<file path="config.mk">
export PLATFORM = sky130hd
export DESIGN_NAME = rf_echo_monitor_flat
export DESIGN_NICKNAME = d
export VERILOG_FILES = /design/src/rtl/rf_echo_monitor_if.sv /design/src/rtl/rf_echo_monitor.sv /design/src/flat_wrapper.sv
export SDC_FILE = /design/constraint.sdc
export NUM_CORES = 1
export LEC_CHECK = 0
export CORE_MARGIN = 4
export CORE_UTILIZATION = 37
export CTS_CLUSTER_DIAMETER = 80
export DETAILED_ROUTE_END_ITERATION = 10
export HOLD_SLACK_MARGIN = 0.06
export SLEW_MARGIN = 20
export SYNTH_ARGS = -nofsm -noshare
export SYNTH_HDL_FRONTEND = slang
export SYNTH_SLANG_ARGS = --single-unit
</file>
<file path="constraint.sdc">
create_clock -name clk -period 13 [get_ports clk]
set_input_delay 3.9 -clock clk [delete_from_list [all_inputs] [get_ports clk]]
set_output_delay 3.9 -clock clk [all_outputs]
set_load 0.05 [all_outputs]
</file>
<file path="src/rtl/rf_echo_monitor_if.sv">
// Bus between an RF loopback source and the echo monitor: enable and gate
// line inward, echo window and per-sequence result outward.
interface rf_echo_monitor_if #(
  parameter int CNT_W = 20
);
  logic             en;
  logic             rf_in;
  logic             echo_gate;
  logic             result_valid;
  logic             seq_ok;
  logic [2:0]       err_code;
  logic [CNT_W-1:0] pi2_width;
  logic [CNT_W-1:0] tau_width;
  logic [CNT_W-1:0] pi_width;

  modport master (
    output en, rf_in,
    input  echo_gate, result_valid, seq_ok, err_code,
           pi2_width, tau_width, pi_width
  );

  modport slave (
    input  en, rf_in,
    output echo_gate, result_valid, seq_ok, err_code,
           pi2_width, tau_width, pi_width
  );
endinterface

</file>
<file path="src/rtl/rf_echo_monitor.sv">
// Spin-echo receive monitor: measures pi/2 pulse, free-precession gap and
// pi pulse on the synchronized RF gate line, checks both pulse widths and
// opens an echo window centred tau cycles after the pi pulse.
module rf_echo_monitor #(
  parameter int PI2_CYCLES = 333,
  parameter int TOL        = 2,
  parameter int ECHO_W     = 8,
  parameter int CNT_W      = 20
) (
  input logic               clk,
  input logic               rst,
  rf_echo_monitor_if.slave  bus
);

  typedef logic [CNT_W-1:0] cnt_t;
  typedef logic [CNT_W:0]   wide_t;   // one spare bit so tau+/-ECHO_W never wraps

  typedef enum logic [2:0] {
    IDLE, ARMED, P1, GAP, P2, ECHO
  } state_e;

  typedef enum logic [2:0] {
    ERR_NONE = 3'd0,
    ERR_PI2  = 3'd1,
    ERR_PI   = 3'd2,
    ERR_GAP  = 3'd3,
    ERR_OVF  = 3'd4,
    ERR_ECHO = 3'd5
  } err_e;

  typedef struct packed {
    logic ok;
    err_e err;
  } res_t;

  localparam cnt_t  CMAX   = '1;
  localparam cnt_t  CONE   = cnt_t'(1);
  localparam wide_t WONE   = wide_t'(1);
  localparam wide_t P1_LO  = wide_t'(PI2_CYCLES - TOL);
  localparam wide_t P1_HI  = wide_t'(PI2_CYCLES + TOL);
  localparam wide_t P2_LO  = wide_t'(2*PI2_CYCLES - TOL);
  localparam wide_t P2_HI  = wide_t'(2*PI2_CYCLES + TOL);
  localparam wide_t EW     = wide_t'(ECHO_W);

  // sync_pipe[0..1] is the two-flop synchronizer, [2] is the one-cycle delay
  logic [2:0] sync_pipe;
  logic       rf_s, rf_d, rise, fall;

  state_e state, state_n;
  cnt_t   cnt, cnt_n;
  wide_t  e, e_n;
  cnt_t   pi2_q, tau_q, pi_q;
  res_t   res_q;
  logic   rv_q;

  logic   lat_pi2, lat_tau, lat_pi;
  logic   fin;
  err_e   fin_err;
  logic   gate;

  wide_t  cnt_x, tau_x, win_lo, win_hi;
  logic   pi2_bad, pi_bad, in_win;

  assign rf_s = sync_pipe[1];
  assign rf_d = sync_pipe[2];
  assign rise = rf_s & ~rf_d;
  assign fall = ~rf_s & rf_d;

  assign cnt_x   = wide_t'(cnt);
  assign tau_x   = wide_t'(tau_q);
  assign pi2_bad = (cnt_x < P1_LO) || (cnt_x > P1_HI);
  assign pi_bad  = (cnt_x < P2_LO) || (cnt_x > P2_HI);
  // window start clamps at 1 for short gaps
  assign win_lo  = (tau_x > EW) ? (tau_x - EW) : WONE;
  assign win_hi  = tau_x + EW;
  assign in_win  = (e >= win_lo) && (e <= win_hi);

  // Input synchronizer and edge-detect delay line
  always_ff @(posedge clk) begin
    if (rst) sync_pipe <= '0;
    else     sync_pipe <= {sync_pipe[1:0], bus.rf_in};
  end

  // Sequence state, duration counter and echo-phase counter
  always_ff @(posedge clk) begin
    if (rst) begin
      state <= IDLE;
      cnt   <= '0;
      e     <= '0;
    end else begin
      state <= state_n;
      cnt   <= cnt_n;
      e     <= e_n;
    end
  end

  // Next-state, latch strobes and result decision
  always_comb begin
    state_n = state;
    cnt_n   = cnt;
    e_n     = e;
    lat_pi2 = 1'b0;
    lat_tau = 1'b0;
    lat_pi  = 1'b0;
    fin     = 1'b0;
    fin_err = ERR_NONE;
    gate    = 1'b0;
    if (!bus.en) begin
      state_n = IDLE;
    end else begin
      unique case (state)
        IDLE: if (!rf_s) state_n = ARMED;
        ARMED: if (rise) begin
          state_n = P1;
          cnt_n   = CONE;
        end
        P1: begin
          if (fall) begin
            lat_pi2 = 1'b1;
            if (pi2_bad) begin
              fin = 1'b1; fin_err = ERR_PI2; state_n = IDLE;
            end else begin
              state_n = GAP; cnt_n = CONE;
            end
          end else if (cnt == CMAX) begin
            fin = 1'b1; fin_err = ERR_OVF; state_n = IDLE;
          end else begin
            cnt_n = cnt + CONE;
          end
        end
        GAP: begin
          if (rise) begin
            lat_tau = 1'b1; state_n = P2; cnt_n = CONE;
          end else if (cnt == CMAX) begin
            fin = 1'b1; fin_err = ERR_GAP; state_n = IDLE;
          end else begin
            cnt_n = cnt + CONE;
          end
        end
        P2: begin
          if (fall) begin
            lat_pi = 1'b1;
            if (pi_bad) begin
              fin = 1'b1; fin_err = ERR_PI; state_n = IDLE;
            end else begin
              state_n = ECHO; e_n = WONE;
            end
          end else if (cnt == CMAX) begin
            fin = 1'b1; fin_err = ERR_OVF; state_n = IDLE;
          end else begin
            cnt_n = cnt + CONE;
          end
        end
        ECHO: begin
          // a new pulse inside the echo phase kills the window immediately
          if (rise) begin
            fin = 1'b1; fin_err = ERR_ECHO; state_n = IDLE;
          end else begin
            gate = in_win;
            if (e == win_hi) begin
              fin = 1'b1; state_n = ARMED;
            end else begin
              e_n = e + WONE;
            end
          end
        end
        default: state_n = IDLE;
      endcase
    end
  end

  // Width latches and result registers (result fields hold until next strobe)
  always_ff @(posedge clk) begin
    if (rst) begin
      pi2_q <= '0;
      tau_q <= '0;
      pi_q  <= '0;
      res_q <= '{ok: 1'b0, err: ERR_NONE};
      rv_q  <= 1'b0;
    end else begin
      if (lat_pi2) pi2_q <= cnt;
      if (lat_tau) tau_q <= cnt;
      if (lat_pi)  pi_q  <= cnt;
      rv_q <= fin;
      if (fin) res_q <= '{ok: (fin_err == ERR_NONE), err: fin_err};
    end
  end

  assign bus.echo_gate    = gate;
  assign bus.result_valid = rv_q;
  assign bus.seq_ok       = res_q.ok;
  assign bus.err_code     = res_q.err;
  assign bus.pi2_width    = pi2_q;
  assign bus.tau_width    = tau_q;
  assign bus.pi_width     = pi_q;

endmodule
</file>
<file path="src/flat_wrapper.sv">
// flat-port wrapper written by rule: the top's interface ports become plain ports
module rf_echo_monitor_flat 
#(
  parameter int PI2_CYCLES = 333,
  parameter int TOL        = 2,
  parameter int ECHO_W     = 8,
  parameter int CNT_W      = 20
)
  (clk, rst, bus_en, bus_rf_in, bus_echo_gate, bus_result_valid, bus_seq_ok, bus_err_code, bus_pi2_width, bus_tau_width, bus_pi_width);
  rf_echo_monitor_if #(.CNT_W(CNT_W)) bus_i ();
  input logic clk;
  input logic rst;
  input wire logic [$bits(bus_i.en)-1:0] bus_en;
  input wire logic [$bits(bus_i.rf_in)-1:0] bus_rf_in;
  output wire logic [$bits(bus_i.echo_gate)-1:0] bus_echo_gate;
  output wire logic [$bits(bus_i.result_valid)-1:0] bus_result_valid;
  output wire logic [$bits(bus_i.seq_ok)-1:0] bus_seq_ok;
  output wire logic [$bits(bus_i.err_code)-1:0] bus_err_code;
  output wire logic [$bits(bus_i.pi2_width)-1:0] bus_pi2_width;
  output wire logic [$bits(bus_i.tau_width)-1:0] bus_tau_width;
  output wire logic [$bits(bus_i.pi_width)-1:0] bus_pi_width;
  assign bus_i.en = bus_en;
  assign bus_i.rf_in = bus_rf_in;
  assign bus_echo_gate = bus_i.echo_gate;
  assign bus_result_valid = bus_i.result_valid;
  assign bus_seq_ok = bus_i.seq_ok;
  assign bus_err_code = bus_i.err_code;
  assign bus_pi2_width = bus_i.pi2_width;
  assign bus_tau_width = bus_i.tau_width;
  assign bus_pi_width = bus_i.pi_width;
  rf_echo_monitor #(.PI2_CYCLES(PI2_CYCLES), .TOL(TOL), .ECHO_W(ECHO_W), .CNT_W(CNT_W)) u_core (.clk(clk), .rst(rst), .bus(bus_i));
endmodule
</file>
==> results of run 1 <==
[sequential cells by signal (all words and copies together) (netlist names)]
| register | cells |
|---|---|
| u_core.state | 3 |
| u_core.bus.pi2_width | 20 |
| u_core.bus.seq_ok | 1 |
| u_core.e | 21 |
| u_core.bus.err_code | 3 |
| u_core.cnt | 20 |
| u_core.bus.tau_width | 20 |
| u_core.bus.result_valid | 1 |
| u_core.sync_pipe | 3 |
| u_core.bus.pi_width | 20 |
[path summary, 6_finish.rpt]
kind                           startpoint  cells after the start  slack [ns]                   to
setup reg to reg  u_core.bus.tau_width[5]                     12        8.91         u_core.e[16]
setup / recovery                   bus_en                      5        3.07        bus_echo_gate
hold reg to reg       u_core.sync_pipe[0]                      1        0.44  u_core.sync_pipe[1]
hold / removal        u_core.sync_pipe[0]                      1        0.44  u_core.sync_pipe[1]
[layout by cell type (no fill, tap or decap), types with 12 or more instances in the layout]
| master | instances |
|---|---|
| inv_1 | 18 |
| clkdlybuf4s50_1 | 68 |
| and3_1 | 23 |
| nor2_1 | 30 |
| nand2_1 | 180 |
| a21oi_1 | 103 |
| xor2_1 | 26 |
| dfxtp_1 | 112 |
| o21ai_0 | 28 |
| nand4_1 | 19 |
| nand3_1 | 29 |
| ha_1 | 47 |
| nor2b_1 | 12 |
| or3_1 | 14 |
[worst max-delay path, delay by kind of cell]
kind,cells,cell delay [ns]
AOI/OAI and AO/OA,1,0.21
and+or+nand+nor,2,0.41
buffers and inverters,2,1.50
[metrics by stage]
stage          total power [uW]  cells
3_5_place_dp              365.8   1083
6_report                  635.7   1098
5_1_grt                   659.6   1098
4_1_cts                   645.3   1098
3_3_place_gp              365.9   1083
2_1_floorplan             362.5    850
[routing by layer]
layer  global-route usage  vias to the layer above
met5                    0                        -
met4              0.04091                        0
met3              0.03898                       16
met2               0.2964                      127
met1               0.2493                     2770
li1                     -                     3045
[cell usage after synthesis, types with 5 or more instances]
cell type	n
nor4_1	6
or3_1	14
nand2_1	180
a21o_1	11
a21oi_1	103
dfxtp_1	112
clkbuf_1	48
o31ai_1	10
nor2_1	30
xor2_1	26
o21ai_0	28
and2_1	6
ha_1	47
and4_1	5
inv_1	18
nor2b_1	12
nor3_1	11
a211oi_1	8
nand4_1	19
xnor2_1	11
buf_2	9
nand3_1	29
nand2b_1	10
and3_1	23
or4_1	10
[cells by family (layout without fill, tap and decap cells)]
logic type,Yosys count,count (layout),share of synthesized area
XOR/XNOR,37,37,0.04866
buffers and inverters,81,104,0.05297
AND/OR/NAND/NOR,374,374,0.2880
flip-flops,112,112,0.3367
AO/OA/AOI/OAI,195,195,0.1790
adder cells (fa/ha/maj),47,47,0.08830
multiplexers,4,4,0.006387
[power groups by stage]
stage | clock, uW | combinational, uW | sequential [uW]
6_report | 278 | 12.5 | 345
5_1_grt | 300 | 13.7 | 345
4_1_cts | 288 | 12.5 | 345
3_5_place_dp | 0 | 12.5 | 353
3_3_place_gp | 0 | 12.6 | 353
2_1_floorplan | 0 | 10.3 | 352
[area by class of cell]
class | instances | share of cell area
multi-input combinational | 657 | 0.5318
sequential | 112 | 0.2933
timing repair buffer | 71 | 0.09165
tap | 225 | 0.03682
clock buffer | 10 | 0.03126
inverter | 18 | 0.008838
clock inverter | 5 | 0.006383
==> out/metrics.yaml, run 1 <==
worst_setup_path:
  crit_fanout: 11
  cp-start-kind: "input pin"
  cp-end-kind: "primary output"
  cpMostUsedCell: "clkdlybuf4s50_1"
  crit_path_max_incr_delay_ns: 0.80
  worstSetupPathType: "in2out"
  arrival_ns: 6.03
  worstPathCellList: "clkdlybuf4s50_1 -> nand4_1 -> nor2_1 -> o221a_2 -> clkdlybuf4s50_1"
  crit_slowest_cell: "clkdlybuf4s50_1"
  worst_ep_required_time_ns: 9.10
clock_network:
  cts_tree: "yes"
  cts.sinks: 112
  postCtsHoldBufs: 0
  cts_setup_buffers: 0
  cts_buffers: 9
  clock_tree.buffer_depth: 2
  cts_max_level: 3
  clkTransAtPathRegs_ns: 0.07
  insertion_delay_ns: 0.36
  clockRootBuffer: "clkbuf_16"
  cts_resized: 0
global_route:
  antenna_found_initial: 0
  grt_pass1_wl_um: 30020
  grt_max_degree: 81
  grt_overflow: 0
  grtUsageTotal: 0.1824
  grt_pass1_vias: 5648
power:
  p_per_area_mw_per_mm2: 83.15
  ir_worst_vdd_mv: 0.06247
  clkPwrFrac: 0.437
  leakagePower_uw: 0.002654
  p_seq_frac: 0.543
  p_int_uw: 485.9
  p_sw_frac: 0.2355
  p_sw_uw: 149.7
  p_comb_frac: 0.020
routing:
  wl_met2_um: 8482
  via_per_inst: 5.426
  drt-pass1-iter-count: 5
  postRouteAntennaNets: 0
  drc: 0
  wl_met1_um: 8502
  wl_per_cell_um: 16.37
  highest_layer: "met4"
  drt_wl_total_um: 17970
  first_iter_violations: 322
  vias: 5958
  wl_met3_um: 761
sta:
  slew_violations: 0
  setup_ws_ns: 3.072
  worstMarginPinSlew_ns: 0.9138
  holdWs_ns: 0.4374
  hold_violations: 0
  setup_violations: 0
  rsz0062_at_grt: "no"
  period_needed_ns: 9.928
  fmax_mhz: 100.7
  tns_ns: 0
  period_share: 0.7637
  max_slew_margin: 0.3908
  clock_skew_ns: 0.01167
floorplanning:
  start_util: 0.3811
  io_pins: 70
  die_y_um: 142.2
  die-area_mm2: 0.02021
  core_mm2: 0.01748
  dieWidth_um: 142.2
  std_cell_rows: 48
layout:
  multi_input_area_mm2: 0.004065
  drive_above_1_share: 0.04353
  fillers: 1774
  final_nets: 920
  register_area_mm2: 0.002242
  final_util: 0.4374
  postLayoutCellArea_mm2: 0.007645
  area.growth.synth_to_final_pct: 14.78
  antennaDiodeCount: 0
synthesis:
  ys_warn_count: 0
  synth_seq_cells: 112
  ys_top_cells_by_area: "dfxtp_1 (34%), nand2_1 (10%), ha_1 (8.8%)"
  yosys.area.top_type: "dfxtp_1"
  synth_top_area_share: 0.3367
  synth_flop_cell: "dfxtp_1"
  syn_nets: 901
  syn_area_mm2: 0.006660
  syn_inst: 850
  ys_types: 63
  synth_edf_count: 0
  avgSynthCellArea_um2: 7.835
  synthArstFlopShare: 0
  yosysSeqAreaShare: 0.3367
placement:
  routabilityCongestion: 0.8268
  dp_hpwl_um: 12860
  place_area_mm2: 0.007357
  portBuffers: 69
  pre_cts_ws_ns: 3.051
status:
  status: "finished clean"
worst_hold_path:
  holdCritPathClass: "reg2reg"
job:
  maxCapViolations: 0
(Power assumes the default switching activity.)
==> run 2, diff against run 1 <==
==> constraint.sdc (replaced) <==
create_clock -name clk -period 9.2 [get_ports clk]
set_input_delay 2.76 -clock clk [delete_from_list [all_inputs] [get_ports clk]]
set_output_delay 2.76 -clock clk [all_outputs]
set_load 0.05 [all_outputs]
==> run 2 against run 1 <==
Against the previous run:
- final cell count is the same
- wire length rose by 2.4%
- clock skew decreased by 0.0015 ns
- non-clock buffer count down 1
- largest power group unchanged
==> out/metrics.yaml, run 2 (synthesis gave the netlist of run 1 again) <==
power:
  leakagePower_uw: 0.002648  # -0.23%
  p_total_uw: 908.4  # +43%
  ir_worst_vdd_mv: 0.08665  # +39%
  p_per_area_mw_per_mm2: 118.7  # +43%
worst_setup_path:
  cp-start-kind: "flop"
  crit_path_max_incr_delay_ns: 0.78  # -0.02 ns
  cp-end-kind: "primary output"
  crit_fanout: 20  # +9
  worstSetupPathType: "reg2out"
  arrival_ns: 5.09  # -0.94 ns
  worst_ep_required_time_ns: 6.44  # -2.66 ns
  worstPathCellList: "or4_1 -> nor4_1 -> nand4_1 -> nand2b_1 -> ha_1 -> nand2b_1 -> a2111oi_0 -> o21bai_1 -> a21oi_1 -> o31ai_1 -> o221a_2 -> clkdlybuf4s50_1"
  crit_slowest_cell: "nand4_1"
  cpMostUsedCell: "nand2b_1"
clock_network:
  cts_setup_buffers: 0  # unchanged
  insertion_delay_ns: 0.37  # about the same
  clockRootBuffer: "clkbuf_16"
  postCtsHoldBufs: 0  # unchanged
  clock_tree.buffer_depth: 2  # unchanged
  cts_resized: 0  # unchanged
  cts_tree: "yes"
  cts_max_level: 3  # unchanged
  cts.sinks: 112  # unchanged
  cts_buffers: 9  # unchanged
  clkTransAtPathRegs_ns: 0.08  # about the same
job:
  maxCapViolations: 0  # unchanged
status:
  status: "finished clean"
layout:
  final_nets: 919  # -0.11%
  antennaDiodeCount: 0  # unchanged
  top_register: "u_core.e"
  final_common_cell: "nand2_1"
  postLayoutCellArea_mm2: 0.007651  # about the same
  area.growth.synth_to_final_pct: 14.88  # about the same
  layout_common_cells: "nand2_1 (180), dfxtp_1 (112), a21oi_1 (103)"
  drive_above_1_share: 0.04353  # unchanged
  fillers: 1796  # +1.2%
  largest_reg_flops: 21  # unchanged
  stdcell_count: 1098  # unchanged
placement:
  routabilityCongestion: 0.8786  # +6.3%
  portBuffers: 69  # unchanged
  dp_hpwl_um: 13050  # +1.4%
  place_area_mm2: 0.007350  # -0.10%
  dp.cells: 1082  # -0.092%
sta:
  clock_skew_ns: 0.01013  # -0.001549 ns
  setup_violations: 0  # unchanged
  max_slew_margin: 0.3655  # -0.02534
  tns_ns: 0  # unchanged
  period_needed_ns: 7.853
  worstMarginPinSlew_ns: 0.9518  # +0.03801 ns
  fmax_mhz: 127.3
  rsz0062_at_grt: "no"
  slew_violations: 0  # unchanged
  period_share: 0.8536
  hold_violations: 0  # unchanged
global_route:
  grt_use_met3: 0.03629  # -0.002688
  grtUsageTotal: 0.1875  # +0.005105
  use_met2: 0.2989  # +0.002484
  grt_pass1_vias: 5728  # +1.4%
  busiest_layer: "met2"
  antenna_found_initial: 0  # unchanged
  grt_overflow: 0  # unchanged
  grt_util_met1: 0.2532  # +0.003918
  grt_pass1_wl_um: 30730  # +2.4%
  grt_max_degree: 81  # unchanged
routing:
  drt_wl_total_um: 18400  # +2.4%
  vias: 6029  # +1.2%
  drc: 0  # unchanged
  via_per_inst: 5.491  # +1.2%
  drt-pass1-iter-count: 5  # unchanged
  first_iter_violations: 308  # -4.3%
  wl_per_cell_um: 16.75  # +2.4%
  postRouteAntennaNets: 0  # unchanged
floorplanning:
  core_mm2: 0.01748  # unchanged
  die-area_mm2: 0.02021  # unchanged
  die_y_um: 142.2  # unchanged
  dieWidth_um: 142.2  # unchanged
  start_util: 0.3811  # unchanged
  std_cell_rows: 48  # unchanged
  io_pins: 70  # unchanged
worst_hold_path:
  holdCritPathClass: "reg2reg"
[run 2: cell count changes in the layout (fill, tap and decap cells not counted)]
cell,previous run,this run
clkinvlp_4,0,2
inv_6,2,0
buf_4,2,1
clkinv_8,0,1
[run 2: metrics by stage]
| stage | util | worst slack, ns | hold WS [ns] |
|---|---|---|---|
| final | 0.4378 | 1.347 | 0.4398 |
| after global routing | 0.4378 | 0.9217 | 0.4597 |
| after CTS | 0.4378 | 1.324 | 0.4421 |
| after detailed placement | 0.4205 | 1.555 | 0.4237 |
| after global placement | 0.4205 | 1.572 | 0.4171 |
| after floorplan | - | 2.850 | 0.4138 |
[run 2: area by class of cell]
type / count / area, um^2 / area share
clock inverters: 6 / 62.56 / 0.008177
inverters: 18 / 67.56 / 0.008831
multi-input cells: 657 / 4065 / 0.5313
flip-flops and latches: 112 / 2242 / 0.2930
well taps: 225 / 281.5 / 0.03679
repair buffers: 70 / 693.2 / 0.09060
clock buffers: 10 / 239.0 / 0.03123
[run 2: critical path: cells and delay by family, from the launching register on]
family	cells	cell delay (ns)
AOI/OAI and AO/OA	5	1.15
adders and majority gates	1	0.25
DFF	1	0.41
buffers and inverters	1	0.70
and+or+nand+nor	5	2.20
[run 2: routing by layer]
| layer | part of all wire | vias up | routed length (um) |
|---|---|---|---|
| li1 | - | 3034 | - |
| met1 | 0.47 | 2820 | 8687 |
| met2 | 0.46 | 136 | 8445 |
| met3 | 0.038 | 39 | 708 |
| met4 | 0.030 | 0 | 554 |
| met5 | 0 | - | 0 |
[run 2: worst paths after layout]
check             slack (ns)                     start                   to  depth (start not counted)
setup / recovery        1.35  u_core.bus.tau_width[13]        bus_echo_gate                         12
hold / removal          0.44       u_core.sync_pipe[0]  u_core.sync_pipe[1]                          1
setup reg to reg        5.08   u_core.bus.tau_width[5]         u_core.e[20]                         12
hold reg to reg         0.44       u_core.sync_pipe[0]  u_core.sync_pipe[1]                          1
[run 2: power by group]
part | total (uW) | leakage (uW) | switching (uW) | internal, uW
combinational | 17.5 | 0.00160 | 12.6 | 4.91
sequential | 488 | 0.000902 | 2.46 | 485
clock | 403 | 0.000142 | 205 | 198
